==> src/rtl/silencer_fixed_step_pkg.sv <==
// Shared types and sizing for the fixed-step silencer.
// Imported by the top and by the step calculator.
package silencer_fixed_step_pkg;

  localparam int NumTransducers = 249;

  typedef struct packed {
    logic [7:0] step_intensity;
    logic [7:0] step_phase;
  } silencer_settings_t;

  typedef struct packed {
    logic [7:0] intensity;
    logic [7:0] phase;
  } drive_t;

  typedef enum logic {
    StInit,
    StRun
  } state_e;

endpackage

==> src/rtl/silencer_step_calc.sv <==
// Single-channel slew limiter: move cur toward tgt by at most step.
// Phase mode takes the short way round the 256-count circle.
module silencer_step_calc
  import silencer_fixed_step_pkg::*;
(
  input  logic [7:0] i_cur,
  input  logic [7:0] i_tgt,
  input  logic [7:0] i_step,
  input  logic       i_is_phase,
  output logic [7:0] o_new
);

  logic [7:0] w_diff;
  logic [7:0] w_mag_lin;
  logic [7:0] w_mag_ph;
  logic [7:0] w_mag;
  logic       w_up_lin;
  logic       w_neg_ph;
  logic       w_up;

  always_comb begin
    w_diff    = i_tgt - i_cur;
    w_up_lin  = i_tgt > i_cur;
    w_mag_lin = w_up_lin ? w_diff : (i_cur - i_tgt);
    // A half-turn difference (0x80) counts as positive.
    w_neg_ph  = w_diff[7] && (w_diff != 8'h80);
    w_mag_ph  = w_neg_ph ? (~w_diff + 8'd1) : w_diff;
    w_mag     = i_is_phase ? w_mag_ph : w_mag_lin;
    w_up      = i_is_phase ? !w_neg_ph : w_up_lin;
    o_new     = i_tgt;
    if (w_mag > i_step) begin
      o_new = w_up ? (i_cur + i_step) : (i_cur - i_step);
    end
  end

endmodule

==> src/rtl/silencer_fixed_step.sv <==
// Per-transducer slew limiter between modulation and PWM encoding.
// Three-stage pipeline over a DEPTH-entry intensity/phase state memory.
module silencer_fixed_step
  import silencer_fixed_step_pkg::*;
#(
  parameter int DEPTH = NumTransducers
) (
  input  logic       CLK,
  input  logic       RST,
  input  logic [7:0] STEP_INTENSITY,
  input  logic [7:0] STEP_PHASE,
  input  logic       DIN_VALID,
  input  logic [7:0] INTENSITY_IN,
  input  logic [7:0] PHASE_IN,
  output logic [7:0] INTENSITY_OUT,
  output logic [7:0] PHASE_OUT,
  output logic       DOUT_VALID,
  output logic       READY
);

  localparam int AW = (DEPTH > 1) ? $clog2(DEPTH) : 1;
  localparam logic [AW-1:0] LastIdx = AW'(DEPTH - 1);

  state_e             r_state;
  state_e             w_state_nxt;
  logic [AW-1:0]      r_init_addr;
  logic [AW-1:0]      r_idx;
  silencer_settings_t r_step_frame;
  silencer_settings_t w_step_in;
  silencer_settings_t w_step;
  logic               w_accept;
  logic               w_first;

  logic               r1_valid;
  logic [AW-1:0]      r1_idx;
  drive_t             r1_tgt;
  silencer_settings_t r1_step;
  drive_t             r_rd;

  drive_t             w_new;
  logic               r2_valid;
  logic [AW-1:0]      r2_idx;
  drive_t             r2_new;

  logic               r_dout_valid;
  drive_t             r_out;

  drive_t             r_mem [DEPTH];
  logic               w_we;
  logic [AW-1:0]      w_waddr;
  drive_t             w_wdata;

  always_ff @(posedge CLK) begin
    if (RST) r_state <= StInit;
    else     r_state <= w_state_nxt;
  end

  always_comb begin
    w_state_nxt = r_state;
    w_we        = 1'b0;
    w_waddr     = r2_idx;
    w_wdata     = r2_new;
    unique case (r_state)
      StInit: begin
        w_we    = 1'b1;
        w_waddr = r_init_addr;
        w_wdata = '0;
        if (r_init_addr == LastIdx) begin
          w_state_nxt = StRun;
        end
      end
      StRun: begin
        w_we = r2_valid;
      end
      default: w_state_nxt = StInit;
    endcase
  end

  always_ff @(posedge CLK) begin
    if (RST) begin
      r_init_addr <= '0;
    end else if (r_state == StInit) begin
      r_init_addr <= (r_init_addr == LastIdx) ? '0 : r_init_addr + 1'b1;
    end
  end

  assign w_accept  = (r_state == StRun) && DIN_VALID;
  assign w_first   = (r_idx == '0);
  assign w_step_in = '{step_intensity: STEP_INTENSITY,
                       step_phase:     STEP_PHASE};
  // Index 0 uses the live inputs; the rest of the frame reuses them.
  assign w_step    = w_first ? w_step_in : r_step_frame;

  always_ff @(posedge CLK) begin
    if (RST) begin
      r_idx        <= '0;
      r_step_frame <= '0;
    end else if (w_accept) begin
      r_idx <= (r_idx == LastIdx) ? '0 : r_idx + 1'b1;
      if (w_first) r_step_frame <= w_step_in;
    end
  end

  always_ff @(posedge CLK) begin
    if (RST) begin
      r1_valid <= 1'b0;
      r1_idx   <= '0;
      r1_tgt   <= '0;
      r1_step  <= '0;
    end else begin
      r1_valid <= w_accept;
      if (w_accept) begin
        r1_idx  <= r_idx;
        r1_tgt  <= '{intensity: INTENSITY_IN, phase: PHASE_IN};
        r1_step <= w_step;
      end
    end
  end

  always_ff @(posedge CLK) begin
    if (w_accept) r_rd <= r_mem[r_idx];
  end

  always_ff @(posedge CLK) begin
    if (w_we) r_mem[w_waddr] <= w_wdata;
  end

  silencer_step_calc u_calc_int (
    .i_cur      (r_rd.intensity),
    .i_tgt      (r1_tgt.intensity),
    .i_step     (r1_step.step_intensity),
    .i_is_phase (1'b0),
    .o_new      (w_new.intensity)
  );

  silencer_step_calc u_calc_ph (
    .i_cur      (r_rd.phase),
    .i_tgt      (r1_tgt.phase),
    .i_step     (r1_step.step_phase),
    .i_is_phase (1'b1),
    .o_new      (w_new.phase)
  );

  always_ff @(posedge CLK) begin
    if (RST) begin
      r2_valid <= 1'b0;
      r2_idx   <= '0;
      r2_new   <= '0;
    end else begin
      r2_valid <= r1_valid;
      if (r1_valid) begin
        r2_idx <= r1_idx;
        r2_new <= w_new;
      end
    end
  end

  always_ff @(posedge CLK) begin
    if (RST) begin
      r_dout_valid <= 1'b0;
      r_out        <= '0;
    end else begin
      r_dout_valid <= r2_valid;
      if (r2_valid) r_out <= r2_new;
    end
  end

  assign INTENSITY_OUT = r_out.intensity;
  assign PHASE_OUT     = r_out.phase;
  assign DOUT_VALID    = r_dout_valid;
  assign READY         = (r_state == StRun);

endmodule

==> config.mk <==
export PLATFORM = sky130hd
export DESIGN_NAME = silencer_fixed_step
export DESIGN_NICKNAME = d
export VERILOG_FILES = /design/src/rtl/silencer_fixed_step_pkg.sv /design/src/rtl/silencer_step_calc.sv /design/src/rtl/silencer_fixed_step.sv
export SDC_FILE = /design/constraint.sdc
export NUM_CORES = 2
export LEC_CHECK = 0
export BUFFER_PORTS_ARGS = -buffer_cell sky130_fd_sc_hd__buf_2
export CAP_MARGIN = 15
export CORE_UTILIZATION = 25
export DETAILED_ROUTE_END_ITERATION = 16
export PLACE_DENSITY = 0.39
export SLEW_MARGIN = 20
export SYNTH_ARGS = -nofsm -noshare
export SYNTH_HDL_FRONTEND = slang
export SYNTH_SLANG_ARGS = --single-unit
==> constraint.sdc <==
create_clock -name CLK -period 8.5 [get_ports CLK]
set_input_delay 1.7 -clock CLK [delete_from_list [all_inputs] [get_ports CLK]]
set_output_delay 1.7 -clock CLK [all_outputs]
set_load 0.01 [all_outputs]
==> impl_results.md <==
- Clock Path Buffers: 4
- FFs w/ async S/R, synth: 0
- CTS Buf Count: 442
- Clk_lat worst skew: 1.07 ns
- Met2 Use GR: 0.282
- Crit Path Category: flop to flop
- Status: finished, final reports clean
- Leakage Power: 54.4 nW
- HPWL Detailed: 355 mm
- CP endpoint kind: flop
- GRT busiest layer: met2
- Syn nets: 7,705
- Period utilization: 0.675
- Max VDD drop: 190 µV
- Critical path's slowest cell: dfxtp_4
- Required time worst endpoint: 9.20 ns
- DR WL/cell: 34.2 µm
- Number of cells after detailed placement: 16,100
- Root buf cell: clkbuf_16
- Io pins: 53
- Seq/Total Area, Yosys: 0.765
- First-iteration detailed-routing DRC count: 9,233
- Setup Buffers After CTS: 0
- Mean Syn Cell Area: 21.0 µm²
- ANT nets after route: 0
- Post-synth EDFFs: 4,000
- First-pass GRT wire length: 776 mm
- Drt pass-1 iters: 5
- # rows: 293
- CP max FO: 69
- Predominant post-synthesis flop cell: edfxtp_1
- Critical path cell sequence: buf_12 > nor2_1 > nand2_1 > o22ai_1 > nor4b_1 > a31oi_1 > a311oi_1 > a31oi_1
- Worst-Margin Slew: 1.27 ns
- Final Skew: 0.0734 ns
- Cell family with most CP delay: simple AND/OR/NAND/NOR gates
- # port buffers: 52
- Syn-to-layout area delta: 17.2%
- Vias in the first global route: 83,600
- Core Region: 636,000 µm²
- Initial antenna violation count: 50
- Post-synth top cells: 4,000 x edfxtp_1, 979 x mux4_2, 382 x nor2_1, 303 x nand2_1, 213 x mux2i_1
- Hold Violations, Final: 0
- Post_cts resized: 0
- Count of hold-fix buffers inserted at cts: 0
- DR DRC count: 0
- CP bufs+invs: 1
- Register bit total from synthesis: 4,100
- Relative slew slack: 0.153
- RSZ-0062 raised after global routing: no
- Met1 Use GR: 0.245
- Filler-free cell count of the finished design: 16,900
- Die area: 642,000 µm²
- Clock Sinks: 4,100
- Reg-to-reg slack, setup: 2.76 ns
- Met3 Use GR: 0.0264
- Hold WC Path Type: flop to flop
- Leading area contributor after synthesis: edfxtp_1
- Min cycle time layout: 5.74 ns
- Largest net degree at the start of global routing: 146
- Setup crit start kind: flop
- GRT Util Overall: 0.175
- Syn. warnings: 0
- CP peak stage delay: 1.06 ns
- Fillers: 62,000
- Avg Vias per Cell: 4.89
- CTS tree: yes
- Reg clk slew, reported paths: 0.06 ns
- Post-synth cell types: 79
- Power Dens Cells: 219 nW/µm²
- Most used cell, CP: a31oi_1
- Die Height: 801 µm
- Die X: 801 µm
- Initial Utilization: 0.251
- Nets@finish: 8,206
- Mapped cell area: 160,000 µm²
- Multi-input logic area: 36,200 µm²
- Count leader, synth: edfxtp_1
- Mapped Cells: 7,605
- Layout cells sized above 1: 0.284
- Top post-synthesis cells by area: edfxtp_1 75%, mux4_2 14%, mux2i_1 1.3%
- Max Fclk: 174 MHz
- Synth top area share: 0.753
- Slew Limit Fails: 0
- Max Cap Viol: 0
- Htree depth: 5
- GPL Wtd Cong: 0.822
- Routed WL: 578 mm
- Via total after detailed routing: 82,700
- Setup TNS: 0 ns
- Final setup vio count: 0
- Worst EP arrival: 6.43 ns
- Register area: 122,000 µm²
- Gr ovfl total: 0
-- worst min-delay path, cell delays in order (launching register included) --
cell and delay, ns:
dfxtp_1 0.31, nand2_1 0.05, a21oi_1 0.05
-- power by group --
part           total (W)  switching [W]  internal, W  leakage [nW]
sequential        0.0219     0.00000788       0.0219          36.2
clock             0.0188        0.00824       0.0106          6.71
combinational   0.000231       0.000180    0.0000509          11.5
total             0.0409        0.00843       0.0325          54.4
-- flip-flops by register name (all words and copies together), names as in the netlist, 16 cells and up --
register	count
r1_tgt	16
r_mem	3984
r2_new	16
r_rd	16
r1_step	16
-- metal layers --
metal | up-vias | wire [µm] | share of wire
met2 | 3066 | 270000 | 0.47
met5 | - | 66 | 0.00011
met4 | 10 | 19700 | 0.034
met3 | 765 | 33100 | 0.057
li1 | 32800 | - | -
met1 | 46000 | 256000 | 0.44
-- final timing paths --
kind	startpoint	to	cells after the start
setup / recovery	r_idx[0]	r_rd[8]	8
hold / removal	r1_idx[5]	r1_idx[5]	2
setup reg to reg	r_idx[0]	r_rd[8]	8
hold reg to reg	r1_idx[5]	r1_idx[5]	2
-- stage by stage --
step | hold WS (ns) | util | total power (W) | instance area, µm² | setup slack [ns]
floorplan | 0.436 | - | 0.0224 | 160000 | 0.654
global placement | 0.443 | 0.272 | 0.0225 | 173000 | 1.04
detailed placement | 0.450 | 0.272 | 0.0225 | 173000 | 2.63
CTS | 0.459 | 0.294 | 0.0413 | 187000 | 2.64
global route | 0.478 | 0.294 | 0.0420 | 187000 | 2.72
finish | 0.456 | 0.294 | 0.0409 | 187000 | 2.76
-- kinds of logic (layout without fill, tap and decap cells) --
family / after synthesis / after routing / share of synthesized area
XOR/XNOR: 53 / 53 / 0.00299
multiplexers: 1210 / 1210 / 0.153
adder cells (fa/ha/maj): 65 / 65 / 0.00533
flip-flops: 4100 / 4100 / 0.765
buffers and inverters: 499 / 1356 / 0.0159
AO/OA/AOI/OAI: 730 / 730 / 0.0320
AND/OR/NAND/NOR: 948 / 948 / 0.0258
other: 0 / 19 / 0
-- cell type report --
cell class,count,area share
inverter,75,0.00154
clock inverter,247,0.0122
timing repair buffer,481,0.0217
clock buffer,553,0.0617
antenna,19,0.000254
sequential,4100,0.653
tap,8407,0.0562
multi-input combinational,3006,0.194
-- placed cells by master, fill, tap and decap left out, types with 14 or more instances in the layout --
cell and instances:
a211oi_1 29, a21oi_1 145, a221oi_1 44, a22o_1 45, a22oi_1 163, a31oi_1 23
and2_4 16, buf_12 37, buf_2 52, buf_4 385, bufinv_16 32, clkbuf_1 107
clkbuf_16 444, clkinv_1 104, clkinv_2 74, clkinvlp_4 14, dfxtp_1 91, diode_2 19
edfxtp_1 4000, ha_1 60, inv_1 67, mux2_2 18, mux2i_1 213, mux4_2 979
nand2_1 280, nand2_4 15, nand2b_1 15, nand3_1 57, nand4_1 31, nor2_1 143
nor2_2 173, nor2_4 66, nor2b_1 26, nor3_1 40, o211ai_1 16, o21ai_0 72
o22ai_1 49, xnor2_1 41
Power figures use the tool's default switching activity.
